`src/rtl/hash_pkg.sv`:
```
// Shared SHA constants, state encoding and bit-mixing helpers.
// Used by the message-schedule stream and by the round cores.
package hash_pkg;

    localparam logic MODE_SHA1   = 1'b0;
    localparam logic MODE_SHA256 = 1'b1;

    localparam int R_SHA1_DFLT   = 80;
    localparam int R_SHA256_DFLT = 64;

    typedef enum logic {
        WS_IDLE = 1'b0,
        WS_RUN  = 1'b1
    } wsched_state_t;

    function automatic logic [31:0] rotl(input logic [31:0] x, input int unsigned n);
        return (x << n) | (x >> (32 - n));
    endfunction

    function automatic logic [31:0] rotr(input logic [31:0] x, input int unsigned n);
        return (x >> n) | (x << (32 - n));
    endfunction

    function automatic logic [31:0] s0(input logic [31:0] x);
        return rotr(x, 7) ^ rotr(x, 18) ^ (x >> 3);
    endfunction

    function automatic logic [31:0] s1(input logic [31:0] x);
        return rotr(x, 17) ^ rotr(x, 19) ^ (x >> 10);
    endfunction

    function automatic logic [31:0] bswap32(input logic [31:0] x);
        return {x[7:0], x[15:8], x[23:16], x[31:24]};
    endfunction

endpackage

```
`src/rtl/sha_w_next.sv`:
```
// Combinational next-word unit for the 16-word schedule window.
// Taps are window positions; position 0 is the word leaving the window.
module sha_w_next
    import hash_pkg::*;
(
    input  logic        mode,
    input  logic [31:0] w0,
    input  logic [31:0] w1,
    input  logic [31:0] w2,
    input  logic [31:0] w8,
    input  logic [31:0] w9,
    input  logic [31:0] w13,
    input  logic [31:0] w14,
    output logic [31:0] nxt
);

    always_comb begin
        if (mode == MODE_SHA256) begin
            nxt = s1(w14) + w9 + s0(w1) + w0;
        end else begin
            nxt = rotl(w13 ^ w8 ^ w2 ^ w0, 1);
        end
    end

endmodule

```
`src/rtl/sha_wsched_stream.sv`:
```
// SHA-1 / SHA-256 message-schedule generator: loads a 512-bit block and
// streams W_0..W_{R-1} over a valid/ready interface with full backpressure.
//
//   state | meaning
//   ------+------------------------------------------------------------
//   IDLE  | no block held; in_ready=1 unless flush
//   RUN   | win[0] offered as W_cnt; last beat may reload (zero bubble)
module sha_wsched_stream
    import hash_pkg::*;
#(
    parameter int N         = 32,
    parameter int BLK_W     = 512,
    parameter int R_SHA1    = R_SHA1_DFLT,
    parameter int R_SHA256  = R_SHA256_DFLT,
    parameter int BYTE_SWAP = 0
) (
    input  logic             clk,
    input  logic             rst,
    input  logic             in_valid,
    output logic             in_ready,
    input  logic             in_mode,
    input  logic [BLK_W-1:0] in_block,
    input  logic             flush,
    output logic             w_valid,
    input  logic             w_ready,
    output logic [N-1:0]     w_data,
    output logic [6:0]       w_round,
    output logic             w_last,
    output logic             busy
);

    if (N != 32) begin : g_bad_n
        $error("sha_wsched_stream: N must be 32");
    end
    if (BLK_W != 16 * N) begin : g_bad_blk
        $error("sha_wsched_stream: BLK_W must be 16*N");
    end
    if (R_SHA1 < 16 || R_SHA1 > 128 || R_SHA256 < 16 || R_SHA256 > 128) begin : g_bad_r
        $error("sha_wsched_stream: round counts must lie in 16..128");
    end

    localparam logic [6:0] LAST_SHA1   = 7'(R_SHA1 - 1);
    localparam logic [6:0] LAST_SHA256 = 7'(R_SHA256 - 1);

    wsched_state_t state;
    logic          mode_q;
    logic [6:0]    cnt;
    logic [N-1:0]  win       [16];
    logic [N-1:0]  load_word [16];
    logic [N-1:0]  nxt;
    logic [6:0]    r_last;
    logic          beat;
    logic          accept;

    for (genvar i = 0; i < 16; i++) begin : g_load
        logic [N-1:0] raw;
        assign raw          = in_block[BLK_W-1-i*N -: N];
        assign load_word[i] = (BYTE_SWAP != 0) ? bswap32(raw) : raw;
    end

    sha_w_next u_next (
        .mode (mode_q),
        .w0   (win[0]),
        .w1   (win[1]),
        .w2   (win[2]),
        .w8   (win[8]),
        .w9   (win[9]),
        .w13  (win[13]),
        .w14  (win[14]),
        .nxt  (nxt)
    );

    assign r_last  = (mode_q == MODE_SHA256) ? LAST_SHA256 : LAST_SHA1;
    assign w_valid = (state == WS_RUN);
    assign busy    = (state == WS_RUN);
    assign w_data  = win[0];
    assign w_round = cnt;
    assign w_last  = w_valid && (cnt == r_last);
    assign beat    = w_valid && w_ready;

    // Combinational reload on the last beat gives back-to-back blocks with no gap.
    assign in_ready = !flush && ((state == WS_IDLE) || (beat && w_last));
    assign accept   = in_valid && in_ready;

    always_ff @(posedge clk) begin
        if (rst) begin
            state  <= WS_IDLE;
            mode_q <= MODE_SHA1;
            cnt    <= '0;
            for (int i = 0; i < 16; i++) begin
                win[i] <= '0;
            end
        end else if (flush) begin
            state <= WS_IDLE;
            cnt   <= '0;
        end else begin
            if (beat) begin
                for (int i = 0; i < 15; i++) begin
                    win[i] <= win[i+1];
                end
                win[15] <= nxt;
                cnt     <= cnt + 7'd1;
                if (w_last) begin
                    state <= WS_IDLE;
                    cnt   <= '0;
                end
            end
            if (accept) begin
                for (int i = 0; i < 16; i++) begin
                    win[i] <= load_word[i];
                end
                cnt    <= '0;
                mode_q <= in_mode;
                state  <= WS_RUN;
            end
        end
    end

endmodule

```
`config.mk`:
```
export PLATFORM = sky130hd
export DESIGN_NAME = sha_wsched_stream
export DESIGN_NICKNAME = d
export VERILOG_FILES = /design/src/rtl/hash_pkg.sv /design/src/rtl/sha_w_next.sv /design/src/rtl/sha_wsched_stream.sv
export SDC_FILE = /design/constraint.sdc
export NUM_CORES = 1
export LEC_CHECK = 0
export BUFFER_PORTS_ARGS = -buffer_cell sky130_fd_sc_hd__buf_2
export CAP_MARGIN = 20
export CELL_PAD_IN_SITES_DETAIL_PLACEMENT = 1
export CELL_PAD_IN_SITES_GLOBAL_PLACEMENT = 1
export CORE_MARGIN = 3
export CORE_UTILIZATION = 41
export DETAILED_ROUTE_END_ITERATION = 10
export GPL_TIMING_DRIVEN = 0
export PLACE_DENSITY = 0.77
export SLEW_MARGIN = 20
export SYNTH_ARGS = -nofsm -noshare
export SYNTH_HDL_FRONTEND = slang
export SYNTH_HIERARCHICAL = 1
export SYNTH_SLANG_ARGS = --single-unit
```
`constraint.sdc`:
```
create_clock -name clk -period 4.6 [get_ports clk]
set_clock_uncertainty 0.15 [all_clocks]
set_input_delay 0 -clock clk [delete_from_list [all_inputs] [get_ports clk]]
set_output_delay 0 -clock clk [all_outputs]
set_load 0.01 [all_outputs]
```
After elaboration in Yosys (flattened, before gate mapping). Memory sizes are Yosys's and may differ from the RTL's. Index checks and enable logic that the tools add are counted.

Register bits after elaboration: 9. Memory bits (writable): 512. Input port bits: 518. Memories kept: 1.

Memory list: win (words 16, bits a word 32, rd ports 16, clocked after memory_dff 0, write ports 16, RTL line sha_wsched_stream.sv:48) `logic [N-1:0] win [16];`.

Bitwise logic cells: 46. Equal/unequal tests: 1. $add $sub $neg: 4. Reduce and logical (&&, ||, !) cells: 13. Muxes and demuxes: 48.

Operator list (number): $mux W32 (33); $xor A32 B32 Y32 (5); $add A32 B32 Y32 (3); $or A1 B1 Y1 (32); $or A13 B32 Y32 (1); $or A14 B32 Y32 (1); $or A15 B32 Y32 (1); $or A25 B32 Y32 (1); $or A32 B1 Y32 (1); $xor A32 B22 Y32 (1); $xor A32 B29 Y32 (1); $mux W7 (2); $mux W1 (13); $add A7 B1 Y7 const B (1); $eq A7 B7 Y1 (1); $logic_and A1 B1 Y1 (5); $reduce_and A2 Y1 (2); $reduce_bool A2 Y1 (2); $reduce_or A3 Y1 (1); $not A1 Y1 (2); $reduce_or A2 Y1 (1); $logic_not A1 Y1 (1); $logic_or A1 B1 Y1 (1).

Logic depth before layout (Yosys ltp). Gate-level depths: netlist of the first run.

Word-level depth: 12. Gate-level depth with buffers: 17.

By module. The synthesis of the first run kept the hierarchy.

By module, submodules not included: sha_wsched_stream (area each 21120.3 µm², sequential area each 15554.9 µm², instances 1, cells each 1230); sha_w_next (area each 5654.2 µm², sequential area each 0.0 µm², instances 1, cells each 712).

Worst setup path before layout of the first run. No wires, ideal clock.

Kind: reg2reg. Start: memory win[14][20] (netlist: win[1][212]). End: memory win[15][29] (netlist: win[1][253]), data pin. Setup time: 0.256 ns. Path slack: 0.231 ns. Stages on the path, launching flop included: 17. Data arrival time: 3.962 ns. Required time: 4.194 ns. Cell sequence: edfxtp_1 -> xor2_1 -> xnor2_1 -> fa_1 -> fa_1 -> inv_1 -> ha_1 -> inv_1 -> fa_1 -> nor2b_1 -> o211ai_1 -> a211oi_4 -> o21ai_2 -> a31oi_1 -> or4_1 -> a31o_1 -> a22o_1.

RTL lines (RTL line): start, declared (sha_wsched_stream.sv:48).

==> impl_results.md, run 1 <==
* Status: finished with violations
* Failing checks: setup timing
* Yosys warning count at 6
* Root buffer cell: clkbuf_16
* Iter 0 DRT Violations at 2881
* Initial Util at 41.46%
* Commonest cells in the netlist: a22o_1, edfxtp_1, xnor2_1
* Post-Syn Nets at 2554
* Final instance area at 0.03898 sq mm
* Int Power at 11.12 mW
* WL/cell at 35.35 microns
* Rows at 93
* Reg2reg end: win[1][237]
* Worst-Margin Slew at 1.137 ns
* Maxcap violations at 0
* Most used flip-flop cell after synthesis: edfxtp_1
* Wl on met1 at 48170 microns
* I/O Pins at 561
* Worst-Skew Late Latency at 0.66 ns
* Final #Nets at 3762
* Tcrit/Tclk final at 106.0%
* Endpoints failing hold at 0
* Gr ovfl total at 0
* Mapped Cells at 1942
* Max Clk Rate at 0.2052 GHz
* Post-synth EDFFs at 512
* Met3 wire len at 15850 microns
* Clock-pin slew on the worst setup and hold paths at 0.08 ns
* Hold depth at 3
* FFs w/ async S/R, synth at 0%
* Non-Filler Instances at 4088
* Endpoints failing setup at 9
* Port bufs at 560
* Share of cells above drive strength 1 at 28.08%
* FF-to-FF Start: win[1][212]
* CP Data Required Time at 4.80 ns
* Hold endpoint: win[1][119]
* Worst vdd ir at 0.0004041 V
* Total power draw at 17.85 mW
* Static leakage at 16.25 nW
* Wirelength, routed at 144500 microns
* Count of final max-slew check failures at 0
* Min Tclk post-route at 4.874 ns
* Vias in the first global route at 26180
* Cell area after placement at 0.03089 sq mm
* R2r setup slk at -0.27 ns
* Final HPWL DP at 97600 microns
* RSZ-0062 raised after global routing: yes
* P_sw at 6.731 mW
* Critical path type: flip-flop to flip-flop
* Most frequent cell after synthesis: a22o_1
* Worst Reg2Reg Path Length in Cells at 19
* Antenna violations before repair at 42
* Met2 wire length at 67610 microns
* Vias/cell at 6.095
* Critical Path Source Type: flip-flop
* Clock sink count at 521
* Area occupied by multi-input gates at 0.01055 sq mm
* Dpl cells at 3366
* Worst setup EP type: flip-flop
* Clock Path Buffers at 3
* Fill count at 6525
* Die width at 261.5 microns
* Clk network pwr share at 25.7%
* First-pass GRT wire length at 195000 microns
* CP arrival at 5.07 ns
* Die extent in y at 261.5 microns
* Worst Path Max Fanout at 4
* Pin count of the biggest net entering global routing at 58
* Sw Ratio at 37.71%
* Worst slew margin at 24.22%
* Die Area at 0.06841 sq mm
* Area Overhead vs Synth at 45.58%
* Syn avg cell area at 13.79 sq um
* H-Tree Depth at 2
* P per Cell Area at 457.9 mW/mm^2
* Setup ws final at -0.2741 ns
* Yosys top cell area share at 57.42%
* Yosys top cell by area: edfxtp_1
* Post-layout util at 60.35%
* Min-Delay Path Class: input port to flip-flop
* Combinational Power Share at 39.7%
* Pre-antenna DRT Iters at 5
* Antenna-violating nets left at 0
* Setup TNS Final at -1.571 ns
* DRC Markers at 0
* Seq cells post-synth at 521
* Netlist cell types at 66
* Placer Congestion at 0.9643
* Top sig layer: met5
* Total CTS buffers at 56
* CTS tree: built
* Hold_sp: in_block[151]
* Ranking of synthesized cells by area: edfxtp_1, a22o_1, xnor2_1
* Core box area at 0.06458 sq mm
* Sequential power share at 34.6%
* Via Count at 24920
* Post-synthesis sequential area ratio at 58.10%
* Reg area at 0.01555 sq mm
* Synthesized area at 0.02677 sq mm
* GRT Util Overall at 40.93%
-- cell usage in the layout, fill, tap and decap left out, drive strengths merged, types with 6 or more instances in the layout --
master	instances
xnor2	153
a211oi	7
inv	125
a21o	16
ha	32
nor3	6
clkbuf	127
diode	39
a21oi	56
edfxtp	512
nor2	48
xor2	87
clkinv	28
dfxtp	9
nand3	10
a22o	513
buf	729
a31oi	9
and2	7
fa	62
o21ai	18
dlygate4sd3	521
and3	8
or2	6
nand2	33
-- timing repair --
item | 4_1_cts | 5_1_grt
setup endpoints to repair | 21 | 22
setup buffers | 39 | 23
pin swaps | 42 | 48
gates resized for setup | 68 | 49
endpoints found under the hold margin | 548 | 0
hold buffers | 521 | 0
-- power groups by stage --
stage	sequential, mW	clock [mW]	combinational (mW)
finish	6.18	4.59	7.08
global route	6.17	4.72	7.50
CTS	6.12	4.36	6.34
detailed placement	6.26	0	5.23
global placement	6.28	0	5.08
floorplan	5.99	0	3.55
-- worst max-delay path, stage by stage (launching register included) --
cell and delay, ns:
edfxtp_1 0.51, buf_4 0.20, xor2_1 0.15, xnor2_1 0.22, fa_1 0.47, fa_1 0.58
inv_1 0.09, ha_4 0.26, nor2b_2 0.16, o211ai_1 0.18, buf_4 0.16, a211oi_4 0.05
buf_6 0.14, buf_4 0.12, buf_4 0.12, or3_4 0.37, a21oi_2 0.15, xor2_1 0.20
a21oi_1 0.11, a22o_1 0.21
-- layout make-up --
cell class                 instances  share of cell area [%]
buffer                           157                   2.077
antenna                           39                  0.2504
sequential                       521                   39.91
inverter                         124                   1.194
timing repair buffer            1152                   22.40
multi-input combinational       1138                   27.07
tap                              855                   2.745
clock inverter                    33                  0.6388
clock buffer                      69                   3.720
-- sequential cells by signal (all words and copies together), names as in the netlist --
name and cells:
busy 1, mode_q 1, w_round 7, win 512
-- per-layer routing --
| metal | global-route usage [%] | up-vias |
|---|---|---|
| li1 | - | 9911 |
| met5 | 0 | - |
| met3 | 10.41 | 573 |
| met4 | 28.33 | 8 |
| met2 | 66.90 | 1941 |
| met1 | 47.30 | 12480 |
-- cells by family after synthesis --
kind of cell | Yosys count | synth area share (%)
and+or+nand+nor | 145 | 2.706
buffers and inverters | 283 | 4.790
AOI/OAI and AO/OA | 656 | 20.31
DFF | 521 | 58.10
muxes | 3 | 0.1122
xor gates and xnor gates | 240 | 7.851
adders and majority gates | 94 | 6.131
-- per-stage QoR --
stage          hold WS, ns  setup slack, ns
2_1_floorplan      -0.1025           0.2313
3_3_place_gp       0.07093          -0.8089
3_5_place_dp       0.07729          -0.7039
4_1_cts           0.001506          -0.1142
5_1_grt            0.03985          -0.3769
6_report           0.02923          -0.2741
-- worst max path at each step --
| stage | slack [ns] | endpoint | startpoint | cells past startpoint |
|---|---|---|---|---|
| after floorplan | 0.23 | win[1][253] | win[1][212] | 16 |
| final | -0.27 | win[1][237] | win[1][212] | 19 |
| after global placement | -0.81 | win[0][40] | busy | 3 |
| after global routing | -0.38 | win[1][237] | win[1][212] | 19 |
| after CTS | -0.11 | win[1][253] | win[1][220] | 14 |
| after detailed placement | -0.70 | win[1][255] | win[1][209] | 17 |
Note: power is estimated with default switching activity, not from simulation.
==> inputs of run 2 (changes only) <==
BUFFER_PORTS_ARGS = -buffer_cell sky130_fd_sc_hd__buf_4   (was -buffer_cell sky130_fd_sc_hd__buf_2)
CORE_UTILIZATION = 40   (was 41)
PLACE_DENSITY = 0.75   (was 0.77)
==> impl_results.md, run 2 (synthesis gave the netlist of run 1 again) <==
* Share of cells above drive strength 1 at 28.40% (+0.32 points)
* Reg with most FFs: win
* Maxcap violations at 0 (unchanged)
* Dpl cells at 3374 (+0.24%)
* Hold Slack at 0.04757 ns (+0.01834 ns)
* I/O Pins at 561 (unchanged)
* DRC Markers at 0 (unchanged)
* First-pass GRT wire length at 198000 microns (+1.5%)
* Rows at 94 (+1.1%)
* H-Tree Depth at 2 (unchanged)
* Worst vdd ir at 0.0002939 V (-27%)
* Clock-pin slew on the worst setup and hold paths at 0.07 ns (about the same)
* Min-Delay Path Class: input port to flip-flop
* Vias in the first global route at 26270 (+0.36%)
* Initial Util at 40.58% (-0.88 points)
* Worst slew margin at 28.76% (+4.5 points)
* WL/cell at 35.41 microns (+0.16%)
* Iter 0 DRT Violations at 2599 (-9.8%)
* Die Area at 0.07008 sq mm (+2.4%)
* CP arrival at 5.00 ns (-0.07 ns)
* RSZ-0062 raised after global routing: yes
* Status: finished with violations
* Post-layout util at 61.43% (+1.1 points)
* Max Clk Rate at 0.2096 GHz (+2.2%)
* Fill count at 6411 (-1.7%)
* GRT Util Overall at 40.23% (-0.70 points)
* Core box area at 0.06598 sq mm (+2.2%)
* Clock Path Buffers at 3 (unchanged)
* Worst setup EP type: flip-flop
* Critical Path Source Type: flip-flop
* Placer Congestion at 1.011 (+4.8%)
* Via Count at 24520 (-1.6%)
* Worst-Skew Late Latency at 0.66 ns (about the same)
* Antenna violations before repair at 42 (unchanged)
* Static leakage at 16.84 nW (+3.6%)
* Die extent in y at 264.7 microns (+1.2%)
* Worst-Margin Slew at 1.069 ns (-0.06809 ns)
* Setup ws final at -0.1709 ns (+0.1032 ns)
* Pre-antenna DRT Iters at 5 (unchanged)
* Endpoints failing setup at 10 (+1)
* Wirelength, routed at 145000 microns (+0.36%)
* CTS tree: built
* Commonest non-fill, non-tap cell in the layout: buf_4
* Area Overhead vs Synth at 51.39%
* Final #Nets at 3764 (+0.053%)
* Total CTS buffers at 56 (unchanged)
* Tcrit/Tclk final at 103.7% (-2.2 points)
* Critical path type: flip-flop to flip-flop
* Root buffer cell: clkbuf_16
* Min Tclk post-route at 4.771 ns (-0.1032 ns)
* Largest register FFs at 512 (unchanged)
* CP Data Required Time at 4.82 ns (+0.02 ns)
* Gr ovfl total at 0 (unchanged)
* Endpoints failing hold at 0 (unchanged)
* Non-Filler Instances at 4096 (+0.20%)
* Final HPWL DP at 99690 microns (+2.1%)
* Clock sink count at 521 (unchanged)
* Total power draw at 18.24 mW (+2.2%)
* Pin count of the biggest net entering global routing at 58 (unchanged)
* Count of final max-slew check failures at 0 (unchanged)
* Port bufs at 560 (unchanged)
* Die width at 264.7 microns (+1.2%)
* Most frequent cells in the layout: buf_4, dlygate4sd3_1, a22o_1, edfxtp_1, xnor2_1
* Worst Path Max Fanout at 4 (unchanged)
* Vias/cell at 5.987 (-1.8%)
* Failing checks: setup timing
* Antenna-violating nets left at 0 (unchanged)
* P per Cell Area at 450.0 mW/mm^2 (-1.7%)
[run 2: power breakdown]
part	switching, mW	internal, mW
sequential	0.450	5.71
combinational	4.05	3.14
clock	2.17	2.72
total	6.67	11.6
[run 2: critical path, cell delays in order, from the launching register on]
cell and delay [ns]:
edfxtp_1 0.51, buf_6 0.19, xor2_4 0.18, xnor2_2 0.13, fa_1 0.46, fa_1 0.52, inv_1 0.04, ha_2 0.19
inv_2 0.06, fa_2 0.23, nor2b_4 0.05, o211ai_1 0.19, buf_4 0.17, a211oi_4 0.05, buf_6 0.14, o31ai_4 0.42
a31oi_4 0.20, nor4b_2 0.35, nor3_2 0.10, a22o_1 0.19
[run 2: cell type report]
cell class	count	area [sq um]	share of cell area, %
Multi-Input combinational cell	1138	10510	25.92
Antenna cell	35	87.58	0.2161
Timing Repair Buffer	1154	10150	25.04
Clock buffer	66	1460	3.602
Clock inverter	37	416.7	1.028
Inverter	124	465.4	1.148
Tap cell	864	1081	2.667
Sequential cell	521	15550	38.38
Buffer	157	810.8	2.000
[run 2: path summary, 6_finish.rpt]
check,startpoint,end,slack (ns),depth (start not counted)
max reg2reg,win[1][210],win[1][251],-0.17,19
min reg2reg,win[1][225],win[1][193],0.39,1
min,in_block[113],win[1][145],0.05,3
max,win[1][210],win[1][251],-0.17,19
[run 2: timing repair]
| item | in CTS | in global routing |
|---|---|---|
| hold buffers | 521 | 0 |
| gates cloned | 0 | 0 |
| endpoints found under the hold margin | 551 | 0 |
| buffers inserted | 48 | 17 |
| pin swaps | 36 | 33 |
| setup endpoints to repair | 19 | 23 |
| gates resized for setup | 62 | 54 |
[run 2: routing by layer]
metal	wire length (microns)	global-route usage [%]
met5	92	0
met3	13280	8.465
met1	51070	47.31
met2	69980	67.82
met4	10620	24.84
[run 2: metrics by stage]
step / TNS, ns / cell area [sq um] / setup slack [ns]
after CTS: -0.7804 / 40090 / -0.1337
after global routing: -2.488 / 40520 / -0.3276
final: -0.9073 / 40530 / -0.1709
after detailed placement: -6.197 / 32290 / -0.8228
after floorplan: 0 / 26770 / 0.2313
after global placement: -284.01 / 32060 / -0.9492
